[config.mk]
export PLATFORM = sky130hd
export DESIGN_NAME = ofm_fifo_reader
export DESIGN_NICKNAME = d
export VERILOG_FILES = /design/src/rtl/ofm_pkg.sv /design/src/rtl/ofm_skid_buf.sv /design/src/rtl/ofm_fifo_reader.sv
export SDC_FILE = /design/constraint.sdc
export NUM_CORES = 1
export LEC_CHECK = 0
export CAP_MARGIN = 20
export CELL_PAD_IN_SITES_DETAIL_PLACEMENT = 1
export CELL_PAD_IN_SITES_GLOBAL_PLACEMENT = 1
export CORE_MARGIN = 5
export CORE_UTILIZATION = 44
export DETAILED_ROUTE_END_ITERATION = 12
export GPL_TIMING_DRIVEN = 0
export PLACE_DENSITY_LB_ADDON = 0.2
export SETUP_SLACK_MARGIN = 0.2
export SYNTH_ARGS = -nofsm -noshare
export SYNTH_HDL_FRONTEND = slang
export SYNTH_SLANG_ARGS = --single-unit
[constraint.sdc]
create_clock -name clk -period 37.6 [get_ports clk]
set_clock_uncertainty 0.2 [all_clocks]
set_input_delay 7.52 -clock clk [delete_from_list [all_inputs] [get_ports clk]]
set_output_delay 7.52 -clock clk [all_outputs]
set_load 0.02 [all_outputs]
[src/rtl/ofm_pkg.sv]
// Shared definitions for the OFM FIFO reader.
//   - ofm_state_e : reader FSM states
//   - DefDataWidth / DefFifoSize : default FIFO word width and depth
//   - occ_width() : width of the occupancy counter (must hold 0..fifo_size inclusive)
package ofm_pkg;

  localparam int unsigned DefDataWidth = 256;
  localparam int unsigned DefFifoSize  = 512;

  typedef enum logic [2:0] {
    StIdle,
    StClear,
    StRun,
    StFlush,
    StDone
  } ofm_state_e;

  // One extra bit so a completely full FIFO is representable.
  function automatic int unsigned occ_width(input int unsigned fifo_size);
    return $clog2(fifo_size) + 1;
  endfunction

endpackage

[src/rtl/ofm_skid_buf.sv]
// Two-entry output buffer between the FIFO read port and the output stream.
// Ports:
//   clk, rst_n                          clock, async active-low reset
//   in_valid/in_ready/in_data/in_last   write side (one word per cycle)
//   out_valid/out_ready/out_data/out_last  stream side; head entry held while stalled
//   count                               current number of held entries (0..2)
module ofm_skid_buf
  import ofm_pkg::*;
#(
  parameter int unsigned DATA_WIDTH = DefDataWidth
) (
  input  logic                  clk,
  input  logic                  rst_n,
  input  logic                  in_valid,
  output logic                  in_ready,
  input  logic [DATA_WIDTH-1:0] in_data,
  input  logic                  in_last,
  output logic                  out_valid,
  input  logic                  out_ready,
  output logic [DATA_WIDTH-1:0] out_data,
  output logic                  out_last,
  output logic [1:0]            count
);

  // Each entry stores {last, data}.
  logic [DATA_WIDTH:0] ent_q [2];
  logic [DATA_WIDTH:0] ent_d [2];
  logic                wr_ptr_q, wr_ptr_d;
  logic                rd_ptr_q, rd_ptr_d;
  logic [1:0]          cnt_q, cnt_d;
  logic                push, pop;

  assign in_ready  = (cnt_q != 2'd2);
  assign out_valid = (cnt_q != 2'd0);
  assign out_data  = ent_q[rd_ptr_q][DATA_WIDTH-1:0];
  // Gated so the flag never shows on a stale entry (e.g. right after reset).
  assign out_last  = out_valid & ent_q[rd_ptr_q][DATA_WIDTH];
  assign count     = cnt_q;

  assign push = in_valid & in_ready;
  assign pop  = out_valid & out_ready;

  always_comb begin
    ent_d    = ent_q;
    wr_ptr_d = wr_ptr_q;
    rd_ptr_d = rd_ptr_q;
    cnt_d    = cnt_q;
    if (push) begin
      ent_d[wr_ptr_q] = {in_last, in_data};
      wr_ptr_d        = ~wr_ptr_q;
    end
    if (pop) begin
      rd_ptr_d = ~rd_ptr_q;
    end
    case ({push, pop})
      2'b10:   cnt_d = cnt_q + 2'd1;
      2'b01:   cnt_d = cnt_q - 2'd1;
      default: cnt_d = cnt_q;
    endcase
  end

  always_ff @(posedge clk or negedge rst_n) begin
    if (!rst_n) begin
      wr_ptr_q <= 1'b0;
      rd_ptr_q <= 1'b0;
      cnt_q    <= 2'd0;
    end else begin
      wr_ptr_q <= wr_ptr_d;
      rd_ptr_q <= rd_ptr_d;
      cnt_q    <= cnt_d;
    end
  end

  // Payload storage needs no reset: validity is carried by cnt_q.
  always_ff @(posedge clk) begin
    ent_q <= ent_d;
  end

endmodule

[src/rtl/ofm_fifo_reader.sv]
// Drains a requested number of words from the attached OFM FIFO onto a valid/ready stream.
// Ports:
//   clk, rst_n                    clock, async active-low reset
//   start, num_words              drain request (accepted only when idle)
//   fifo_wr_en_mon                copy of the FIFO write strobe, used to track occupancy
//   fifo_rd_en, fifo_rd_data      FIFO read strobe; data arrives the following cycle
//   fifo_rd_clr_n, fifo_wr_clr_n  active-low FIFO pointer clears
//   m_valid/m_ready/m_data/m_last output stream
//   busy, done, ovf_err           not idle; completion pulse; sticky overflow
module ofm_fifo_reader
  import ofm_pkg::*;
#(
  parameter int unsigned DATA_WIDTH = DefDataWidth,
  parameter int unsigned FIFO_SIZE  = DefFifoSize,
  parameter int unsigned CNT_W      = 16
) (
  input  logic                  clk,
  input  logic                  rst_n,
  input  logic                  start,
  input  logic [CNT_W-1:0]      num_words,
  input  logic                  fifo_wr_en_mon,
  input  logic [DATA_WIDTH-1:0] fifo_rd_data,
  output logic                  fifo_rd_en,
  output logic                  fifo_rd_clr_n,
  output logic                  fifo_wr_clr_n,
  output logic                  m_valid,
  input  logic                  m_ready,
  output logic [DATA_WIDTH-1:0] m_data,
  output logic                  m_last,
  output logic                  busy,
  output logic                  done,
  output logic                  ovf_err
);

  localparam int unsigned    OccW   = occ_width(FIFO_SIZE);
  localparam logic [OccW-1:0] OccMax = OccW'(FIFO_SIZE);

  ofm_state_e       state_q, state_d;
  logic [CNT_W-1:0] remaining_q, remaining_d;
  logic [OccW-1:0]  occ_q, occ_d;
  logic             ovf_q, ovf_d;
  logic             inflight_q, inflight_d;
  logic             last_inflight_q, last_inflight_d;

  logic [1:0]       buf_cnt;
  logic             buf_in_ready;
  logic             pop;
  logic             space_ok;
  logic             rd_en;
  logic             flush_done;

  assign pop = m_valid & m_ready;

  // Words already committed (buffered + in flight) minus the one leaving this cycle must leave
  // room for one more, so the buffer can never be overrun.
  assign space_ok = ({1'b0, buf_cnt} + {2'b00, inflight_q}) < (3'd2 + {2'b00, pop});

  assign rd_en = (state_q == StRun) && (occ_q != '0) && (remaining_q != '0) && space_ok;

  // Look ahead by the current pop so done follows the final word by exactly one cycle.
  assign flush_done = !inflight_q && ((buf_cnt == 2'd0) || ((buf_cnt == 2'd1) && pop));

  always_comb begin
    state_d         = state_q;
    remaining_d     = remaining_q;
    occ_d           = occ_q;
    ovf_d           = ovf_q;
    inflight_d      = rd_en;
    last_inflight_d = rd_en && (remaining_q == CNT_W'(1));

    // Occupancy mirrors the FIFO; writes seen while the FIFO is being cleared are discarded.
    if (state_q == StClear) begin
      occ_d = '0;
    end else if (fifo_wr_en_mon && !rd_en) begin
      if (occ_q == OccMax) begin
        ovf_d = 1'b1;
      end else begin
        occ_d = occ_q + OccW'(1);
      end
    end else if (!fifo_wr_en_mon && rd_en) begin
      occ_d = occ_q - OccW'(1);
    end

    unique case (state_q)
      StIdle: begin
        if (start) begin
          remaining_d = num_words;
          ovf_d       = 1'b0;
          state_d     = StClear;
        end
      end
      StClear: begin
        state_d = (remaining_q == '0) ? StDone : StRun;
      end
      StRun: begin
        if (rd_en) begin
          remaining_d = remaining_q - CNT_W'(1);
          if (remaining_q == CNT_W'(1)) begin
            state_d = StFlush;
          end
        end
      end
      StFlush: begin
        if (flush_done) begin
          state_d = StDone;
        end
      end
      StDone: begin
        state_d = StIdle;
      end
      default: begin
        state_d = StIdle;
      end
    endcase
  end

  always_ff @(posedge clk or negedge rst_n) begin
    if (!rst_n) begin
      state_q         <= StIdle;
      remaining_q     <= '0;
      occ_q           <= '0;
      ovf_q           <= 1'b0;
      inflight_q      <= 1'b0;
      last_inflight_q <= 1'b0;
    end else begin
      state_q         <= state_d;
      remaining_q     <= remaining_d;
      occ_q           <= occ_d;
      ovf_q           <= ovf_d;
      inflight_q      <= inflight_d;
      last_inflight_q <= last_inflight_d;
    end
  end

  ofm_skid_buf #(
    .DATA_WIDTH(DATA_WIDTH)
  ) u_skid_buf (
    .clk      (clk),
    .rst_n    (rst_n),
    .in_valid (inflight_q),
    .in_ready (buf_in_ready),
    .in_data  (fifo_rd_data),
    .in_last  (last_inflight_q),
    .out_valid(m_valid),
    .out_ready(m_ready),
    .out_data (m_data),
    .out_last (m_last),
    .count    (buf_cnt)
  );

  // The read gating guarantees a free slot for every word in flight.
  buf_space_a : assert property (@(posedge clk) disable iff (!rst_n) inflight_q |-> buf_in_ready);

  // Clears are held during reset as well, so the FIFO comes up empty alongside the reader.
  assign fifo_rd_clr_n = rst_n & (state_q != StClear);
  assign fifo_wr_clr_n = rst_n & (state_q != StClear);
  assign fifo_rd_en    = rd_en;
  assign busy          = (state_q != StIdle);
  assign done          = (state_q == StDone);
  assign ovf_err       = ovf_q;

endmodule

=== After elaboration in Yosys (flattened, before gate mapping) ===
Index checks and enable logic that the tools add are counted.

* Bits in registers: 550
* Input port bits: 277
* Output and inout bits: 264
* Logic and storage cells: 97

* Add/subtract/negate cells: 7
* Order comparisons: 4
* Equal/unequal tests: 16
* Multiplexer cells: 25
* Bitwise gates (word level): 8
* Reduce and logical (&&, ||, !) cells: 26

{| class="wikitable"
|+ Operators by type and width
! cell !! count
|-
| two-way mux 257 bit || 4
|-
| bitwise mux 514 bit || 1
|-
| demux 257 bit (select 1 bit) || 1
|-
| two-way mux 10 bit || 4
|-
| two-way mux 16 bit || 2
|-
| case mux 16 bit (2 select lines) || 1
|-
| equality test 16 x 1 -> 1 bit (second input constant) || 1
|-
| logical NOT 16 bit || 1
|-
| nonzero test 16 bit || 1
|-
| subtractor 16 x 1 -> 16 bit (second input constant) || 1
|-
| two-way mux 3 bit || 5
|-
| case mux 3 bit (4 select lines) || 1
|-
| adder 10 x 1 -> 10 bit (second input constant) || 1
|-
| equality test 10 bit (second input constant) || 1
|-
| nonzero test 10 bit || 1
|-
| subtractor 10 x 1 -> 10 bit (second input constant) || 1
|-
| logical AND 1 bit || 9
|-
| != test 2 bit (second input constant) || 4
|-
| equality test 3 x 2 -> 1 bit (second input constant) || 2
|-
| nonzero test 2 bit || 3
|-
| nonzero test 3 bit || 2
|-
| two-way mux 1 bit || 5
|-
| AND 1 bit || 4
|-
| equality test 2 x 1 -> 1 bit (second input constant) || 2
|-
| 23 further kinds || 28
|}

=== Logic depth before layout (Yosys ltp) ===
Gate-level depths: netlist of the first run.

* Depth after elaboration: 11
* Gate-level depth with buffers: 13
* Mapped depth without buffers: 13

=== Cells and area by module ===
Synthesis of the first run repeated with hierarchy kept, for this count alone.

* Cell total of the unflattened synthesis: 1077
* Area, all modules: 21939.8 um^2

{| class="wikitable"
|+ Modules (own cells, without submodules)
! module !! instances !! cells an instance !! area each (um^2) !! sequential area each (um^2)
|-
| ofm_skid_buf || 1 || 819 || 19651.3 || 15534.9
|-
| ofm_fifo_reader || 1 || 258 || 2288.4 || 800.8
|}

=== Least setup slack after synthesis of the first run ===
Ideal clock, no wire load.

* Kind: input port to output port
* Start point: input port m_ready
* End point: output port fifo_rd_en
* Data arrival time: 8.579 ns
* Required time: 29.880 ns
* Path slack: 21.301 ns
* Stages on the path: 4
* Buffers on the path: 0
* Cells stage by stage: or3b_1 a211oi_4 nand3_1 inv_2

* Longest elaborated chain between the ends: 4

{| class="wikitable"
|+ Ends and longest elaborated chain
! element !! line !! text
|-
| start, declared || ofm_fifo_reader.sv:27 || <nowiki>input logic m_ready,</nowiki>
|-
| AND 1 bit || ofm_fifo_reader.sv:52 || <nowiki>assign pop = m_valid & m_ready;</nowiki>
|-
| adder 2 x 1 -> 3 bit || ofm_fifo_reader.sv:56 || <nowiki>assign space_ok = ({1'b0, buf_cnt} + {2'b00, inflight_q}) < (3'd2 + {2'b00, pop});</nowiki>
|-
| less-than comparator 3 bit || ofm_fifo_reader.sv:56 ||
|-
| logical AND 1 bit || ofm_fifo_reader.sv:58 || <nowiki>assign rd_en = (state_q == StRun) && (occ_q != '0) && (remaining_q != '0) && space_ok;</nowiki>
|-
| end, declared || ofm_fifo_reader.sv:23 || <nowiki>output logic fifo_rd_en,</nowiki>
|}

Every way passes these cells.

=== Worst setup path after layout of the first run ===
Same ends and word-level chain as after synthesis.

==> out/summary.md, run 1 <==
The run finished with clean final reports. The number of enable flip-flop cells after synthesis was 514. The worst setup slack after layout is 20.07 ns, and the hold buffer count at CTS is 0. The synthesized area per cell is 19.1 um^2. Total length of routed wires: 62.2 mm. The placed instances occupy a cell area of 0.0276 mm^2.

Registers take 0.0163 mm^2. Across the run, the number of max-cap violations was 0. The count of buffers added on input and output ports is 540. For this run, the leading register cell type out of synthesis is edfxtp_1. The share of the cycle needed by the critical path after routing is 46.6%.

Setup repair after global routing left no endpoint under its margin. Post-CTS timing repair inserted 0 buffers for setup. STA classifies the critical path startpoint as a primary input. Along the worst path, the maximum fanout reaches 4. Entering global routing, the biggest net connects 32 pins. The worst hold margin is 0.245 ns. From synthesis to final layout, the design area changed by 40.3%. Summed over all failing endpoints, the final setup total negative slack is 0 ns. The final RePlAce weighted congestion was 0.852; the total number of clock tree sinks was 550.

The cell count after synthesis came out at 1099. In this run the vertical extent of the chip is 228 um. edfxtp_1 takes more of the synthesized area than any other cell. The most frequently used cell type in the post-synthesis netlist is edfxtp_1.

In this run the core area contains 80 standard-cell rows. Counting instances in the post-synthesis netlist gives the leading cell types as edfxtp_1, mux2_2, dfrtp_1. The run gives 0 as the count of instances resized after the clock tree is built. Via count of the first global-routing pass: 13600. The signal arrival time at the worst endpoint came out at 9.81 ns. The final number of max-transition violations is 0. The clock tree synthesis step divided the H-tree into 2 levels.

The total non-filler cell area in the finished layout is 0.0294 mm^2, and the setup slack at placement is 20.08 ns. The worst setup path category is in2out. The top cell type by area accounts for 73.5% of the synthesized area. For the pin with the worst max-slew slack, the measured transition is 0.880 ns. Measured against its own limit, the worst slew margin works out to 41.3%.

After synthesis, the netlist uses 60 different library cells. TritonCTS built the clock tree. In this run the cell area of the synthesized design comes to 0.0210 mm^2.

Summing over every cut layer, the via total after detailed routing is 12400. The core outline area is 0.0474 mm^2. At the later pin of the worst-skew pair, clock insertion delay measures 0.59 ns. The run gives 0 as the post-route antenna net violation count. The top-level port count was 541; the core occupancy in the finished layout was 62.1%. The run gives 57 as the number of CTS-inserted buffers. The logs give 29.88 ns for the critical path data required time and 2014 for the number of nets at the end of the flow. Summing all multi-input logic gate instances after layout gives 0.00445 mm^2. The wire length of the first global-routing pass came out at 90.0 mm.

The average detailed-routed wire length per instance works out to 26.0 um. After synthesis, the share of flip-flops with an asynchronous set or reset is 6.55%. The number of endpoints failing setup at the final stage was 0; the initial antenna violation count was 26. The fraction of final layout cells sized beyond drive strength 1 is 22.0%. The global-route congestion overflow total came out at 0. The fill cell total of the finished layout is 4280. In this run, the number of DRC markers left after iteration 0 of detailed routing was 751. From left edge to right edge, the die measures 228 um. The number of storage elements in the synthesis netlist works out to 550.

For this run, the number of Yosys warnings is 0. The cell sitting at the root of the clock tree is a clkbuf_16. Once the floorplan was initialized, standard cells occupied 44.2% of the core.

The number of hold-slack violations in the final timing report is 0, and the ratio of total power to cell area is 82.6 mW/mm^2. The tools report the die area as 0.0522 mm^2. For the largest vdd supply drop, the log shows 0.0455 mV.

Across every metal layer, demand over resource in global routing totals 23.1%. Counting along the longest clock path gives a buffer depth of 3. The clock-pin slew on the worst setup and hold paths was 0.06 ns. In the post-synthesis netlist, the biggest area contributors are edfxtp_1, mux2_2, dfrtp_1. The net count of the mapped netlist was 1394. The worst hold path belongs to the class reg2reg.

Before antenna repair, the detailed router went through 4 iterations. The number of cells on the worst reg-to-reg path is 11. The number of vias per cell after detailed routing came out at 5.17. The final routed DRC violation total was 0. The depth of the worst hold-timing path is 0, and the leakage power of the design is 10.0 nW. Detailed placement ended at an HPWL of 46.0 mm. The final period demand of the worst path is 17.53 ns, and the sequential area share after synthesis is 77.8%.

Static timing analysis puts the maximum clock frequency at 57.0 MHz. The critical path endpoint category is a primary output.
-- kinds of logic (layout without fill, tap and decap cells) --
| family | after synthesis | count (layout) | synth area share (%) |
|---|---|---|---|
| AND/OR/NAND/NOR | 117 | 117 | 2.86 |
| multiplexers | 260 | 260 | 14.0 |
| other | 0 | 13 | 0 |
| adder cells (fa/ha/maj) | 18 | 18 | 1.11 |
| buffers and inverters | 54 | 722 | 1.04 |
| XOR/XNOR | 11 | 11 | 0.459 |
| AO/OA/AOI/OAI | 89 | 89 | 2.75 |
| flip-flops | 550 | 550 | 77.8 |
-- cell type report --
type | count | share of cell area [%]
plain buffers | 40 | 0.565
clock buffers | 72 | 5.17
repair buffers | 561 | 19.9
well taps | 615 | 2.61
diodes | 13 | 0.110
flip-flops and latches | 550 | 55.5
clock inverters | 35 | 0.854
inverters | 14 | 0.178
multi-input cells | 495 | 15.1
-- registers in the layout, indices dropped and copies added (netlist names) --
| signal | count |
|---|---|
| remaining_q | 16 |
| occ_q | 10 |
| state_q | 3 |
| u_skid_buf.wr_ptr_q | 1 |
| u_skid_buf.count | 2 |
| u_skid_buf.rd_ptr_q | 1 |
| ovf_err | 1 |
| u_skid_buf.ent_q | 514 |
| last_inflight_q | 1 |
| inflight_q | 1 |
-- metrics by stage --
stage	std cells	power [mW]
finish	2395	2.43
global route	2393	2.55
CTS	2382	2.46
detailed placement	2275	1.91
global placement	2254	1.95
floorplan	1099	1.49
-- routing by layer --
| layer | share of wire (%) | global-route usage [%] | vias to the layer above |
|---|---|---|---|
| met5 | 0.26 | 0 | - |
| met4 | 3.1 | 7.94 | 26 |
| met3 | 7.1 | 7.81 | 117 |
| met2 | 53 | 42.3 | 367 |
| met1 | 36 | 24.9 | 6308 |
| li1 | - | - | 5576 |
-- placed cells by master, fill, tap and decap left out, types with 3 or more instances in the layout --
cell type        count
inv_1               13
xor2_1               4
o21ai_1              4
o211ai_1             4
buf_12              15
a211oi_1             3
and3_1               3
nor2b_1              3
clkinv_1            10
clkdlybuf4s50_1    539
edfxtp_1           514
clkinv_2            18
nand3_1             10
bufinv_16            3
nand2_1             24
diode_2             13
nor3_1              15
o21ai_0             32
mux2_2             258
nor4_1               9
nand4_1              3
xnor2_1              7
clkbuf_1            44
buf_2                5
nor2_1              28
dfrtp_1             36
buf_16               6
ha_1                17
clkbuf_8             4
clkbuf_16           57
a21oi_1             23
o21a_1               4
-- worst max-delay path, stage by stage --
cell,delay [ns]
clkdlybuf4s50_1,0.49
or3b_1,0.42
a211oi_4,0.40
nand3_1,0.21
inv_2,0.12
clkdlybuf4s50_1,0.63
-- path summary, 6_finish.rpt --
path / from / end / slack (ns)
max: m_ready / fifo_rd_en / 20.07
max reg2reg: remaining_q[6]$_DFFE_PN0P_ / occ_q[9]$_DFFE_PN0P_ / 33.33
min reg2reg: last_inflight_q$_DFF_PN0_ / u_skid_buf.ent_q[256]$_DFFE_PP_ / 0.24
max in group asynchronous: rst_n / remaining_q[13]$_DFFE_PN0P_ / 30.11
min: last_inflight_q$_DFF_PN0_ / u_skid_buf.ent_q[256]$_DFFE_PP_ / 0.24
min in group asynchronous: rst_n / occ_q[1]$_DFFE_PN0P_ / 6.62
-- where the power goes --
group	internal (mW)	switching (mW)	total, mW
combinational	0.463	0.556	1.02
sequential	0.828	0.0473	0.876
clock	0.306	0.232	0.539
total	1.60	0.836	2.43
(Power assumes the default switching activity.)
==> run 2: changes to the inputs <==
CORE_UTILIZATION = 37   (was 44)
clock period = 14.4 ns   (was 37.6 ns; I/O delays follow)
==> run 2 against run 1 <==
  * Critical path depth unchanged
  * First-iteration DRC count decreased by 25%
  * Cell count up 6.0%
  * Non-clock buffer count is the same
  * Clock power grew to 2.7 times the previous value
  * Sequential share of layout area fell by 0.43 points
  * Core utilization decreased by 9.3 points
  * Sequential power increased to 2.6 times the previous value
  * Clock-buffer cell count increased by 1
  * Critical path type unchanged
  * Largest cell class unchanged
==> out/summary.md, run 2 (synthesis results as in run 1) <==
The run finished with clean final reports. Total length of routed wires: 62.6 mm. The logs give 0 for the number of hold-slack violations in the final timing report and 550 for the total number of clock tree sinks.

The ratio of total power to cell area is 216 mW/mm^2, and the final RePlAce weighted congestion is 0.811. The number of buffers inserted to repair setup after CTS was 0; the number of CTS-inserted buffers was 59. The largest vdd supply drop was 0.112 mV; the die boundary width was 248 um.

For this run, the post-layout net count is 2016. STA classifies the critical path startpoint as a primary input. Cells with a size suffix above 1 make up 21.8% of the layout. In the routed design, unresolved DRC markers number 0. Most frequent standard cell in the layout excluding fill and tap cells: clkdlybuf4s50_1. Setup repair after global routing left no endpoint under its margin.

The starting density of the core is 37.3%. The count of input and output buffers was 540; the buffer depth of the longest clock path was 3. The count of standard-cell rows was 87; the flip-flop count of the largest register after layout was 514.

The type of the worst min-delay path is reg2reg. The register containing the most flip-flops in the final layout was u_skid_buf.ent_q. The run gives 0 as the global-route congestion overflow total. The first global-routing pass estimated 88.1 mm of wire.

In the final routed layout, each cell accounts on average for 24.7 um. The leakage power of the design was 10.0 nW; the number of endpoints failing setup at the final stage was 0. The number of placed instances, taps included, is 2416. For this design, the CTS-stage hold fixing added 0 buffers.

Counting the fill cells in the layout gives 5325. In this run the register-to-register setup slack is 10.17 ns. In the layout the commonest cells are clkdlybuf4s50_1, edfxtp_1, mux2_2, clkbuf_16, clkbuf_1.

For this design the top-level I/O count stands at 541. The HPWL reported at the end of detailed placement is 46.4 mm, and the signal arrival time at the worst endpoint is 5.21 ns. For this run, the detailed router's first-pass iteration total came to 4.

The number of vias per cell after detailed routing is 4.82, and the area growth from synthesis to layout is 41.4%. Counting I/O delays and the setup requirement, the final critical path takes 8.29 ns. The insertion delay to the later sink of the worst-skew pair was 0.61 ns; the post-route antenna net violation count was 0. Core outline area: 0.0563 mm^2.

Critical path endpoint category: a primary output. After clock tree synthesis, the clock-pin slew on the worst setup and hold paths is 0.06 ns. The count of vias placed by the detailed router is 12200, and the pin count of the biggest net entering global routing is 31. The worst setup path category was in2out. The final number of max-transition violations came out at 0. In the final layout, the registers with the most flip-flops are u_skid_buf.ent_q (514), remaining_q (16), occ_q (10).

The placement-stage cell area is 0.0278 mm^2. The via count of the first global-routing pass is 13200, and the count of instances resized after the clock tree is built is 0. For this block, the initial DRC count from the detailed router was 563.

Clock root buffer: clkbuf_16. Max-cap violations in this run came to 0. With fillers left out, the area of the finished cells amounts to 0.0297 mm^2. The finished layout holds 2538 standard cells, fillers aside. The die is 248 um tall. Along the worst path, the maximum fanout reaches 4. TritonCTS built the clock tree.

Global-route total usage across every layer: 19.3%. The worst relative slew slack came out at 29.8%. CTS built an H-tree with a depth of 2. The die area was 0.0616 mm^2; the critical path data required time was 11.32 ns.

The actual slew at the worst max-slew pin is 1.05 ns, and the maximum achievable frequency is 121 MHz. The share of the cycle needed by the critical path after routing was 57.6%. The tools report the initial antenna violation count as 21.
-- run 2: cell types whose count changed in the layout (fill, tap and decap cells not counted), moves of 2 or more --
cell | before | now
clkbuf_8 | 4 | 0
clkbuf_1 | 44 | 47
clkinv_2 | 18 | 15
buf_12 | 15 | 17
buf_16 | 6 | 4
bufinv_16 | 3 | 5
clkbuf_16 | 57 | 59
clkinv_1 | 10 | 12
-- run 2: through the flow --
stage | hold slack [ns] | TNS, ns | setup slack [ns] | power (mW) | utilization [%]
finish | 0.240 | 0 | 6.11 | 6.40 | 52.7
global route | 0.260 | 0 | 6.02 | 6.72 | 52.7
CTS | 0.243 | 0 | 6.10 | 6.50 | 52.7
detailed placement | 0.232 | 0 | 6.11 | 5.01 | 49.4
global placement | 0.222 | -2840.90 | -5.56 | 5.13 | 48.6
floorplan | 0.220 | 0 | 1.84 | 3.90 | -
-- run 2: where the power goes --
part / internal, mW / total, mW / switching (mW)
combinational: 1.20 / 2.66 / 1.45
sequential: 2.16 / 2.28 / 0.117
clock: 0.841 / 1.46 / 0.619
total: 4.21 / 6.40 / 2.19
-- run 2: layout make-up --
type / count / area [um^2] / area share (%)
sequential: 550 / 16300 / 55.0
timing repair buffer: 561 / 5850 / 19.7
multi-input combinational: 495 / 4450 / 15.0
clock buffer: 73 / 1530 / 5.15
tap: 756 / 946 / 3.19
clock inverter: 36 / 314 / 1.06
buffer: 40 / 166 / 0.561
inverter: 14 / 52.6 / 0.177
antenna: 13 / 32.5 / 0.110
-- run 2: routing by layer --
metal  track usage, %  wire length (um)  share of wire [%]  up-vias
li1                 -                 -                  -     5593
met1             21.7             22900                 37     6156
met2             34.1             32400                 52      363
met3             7.53              5620                9.0      106
met4             5.86              1540                2.5       20
met5                0               136               0.22        -
-- run 2: final timing paths --
check | start | end | depth (start not counted)
min in group asynchronous | rst_n | u_skid_buf.rd_ptr_q$_DFFE_PN0P_ | 1
max | m_ready | fifo_rd_en | 6
max reg2reg | remaining_q[6]$_DFFE_PN0P_ | occ_q[9]$_DFFE_PN0P_ | 11
min | last_inflight_q$_DFF_PN0_ | u_skid_buf.ent_q[513]$_DFFE_PP_ | 0
max in group asynchronous | rst_n | remaining_q[4]$_DFFE_PN0P_ | 2
min reg2reg | last_inflight_q$_DFF_PN0_ | u_skid_buf.ent_q[513]$_DFFE_PP_ | 0
-- run 2: critical path, cell delays in order --
cell	delay (ns)
clkdlybuf4s50_1	0.51
or3b_1	0.43
a211oi_4	0.41
nand3_1	0.19
inv_2	0.13
clkdlybuf4s50_1	0.65
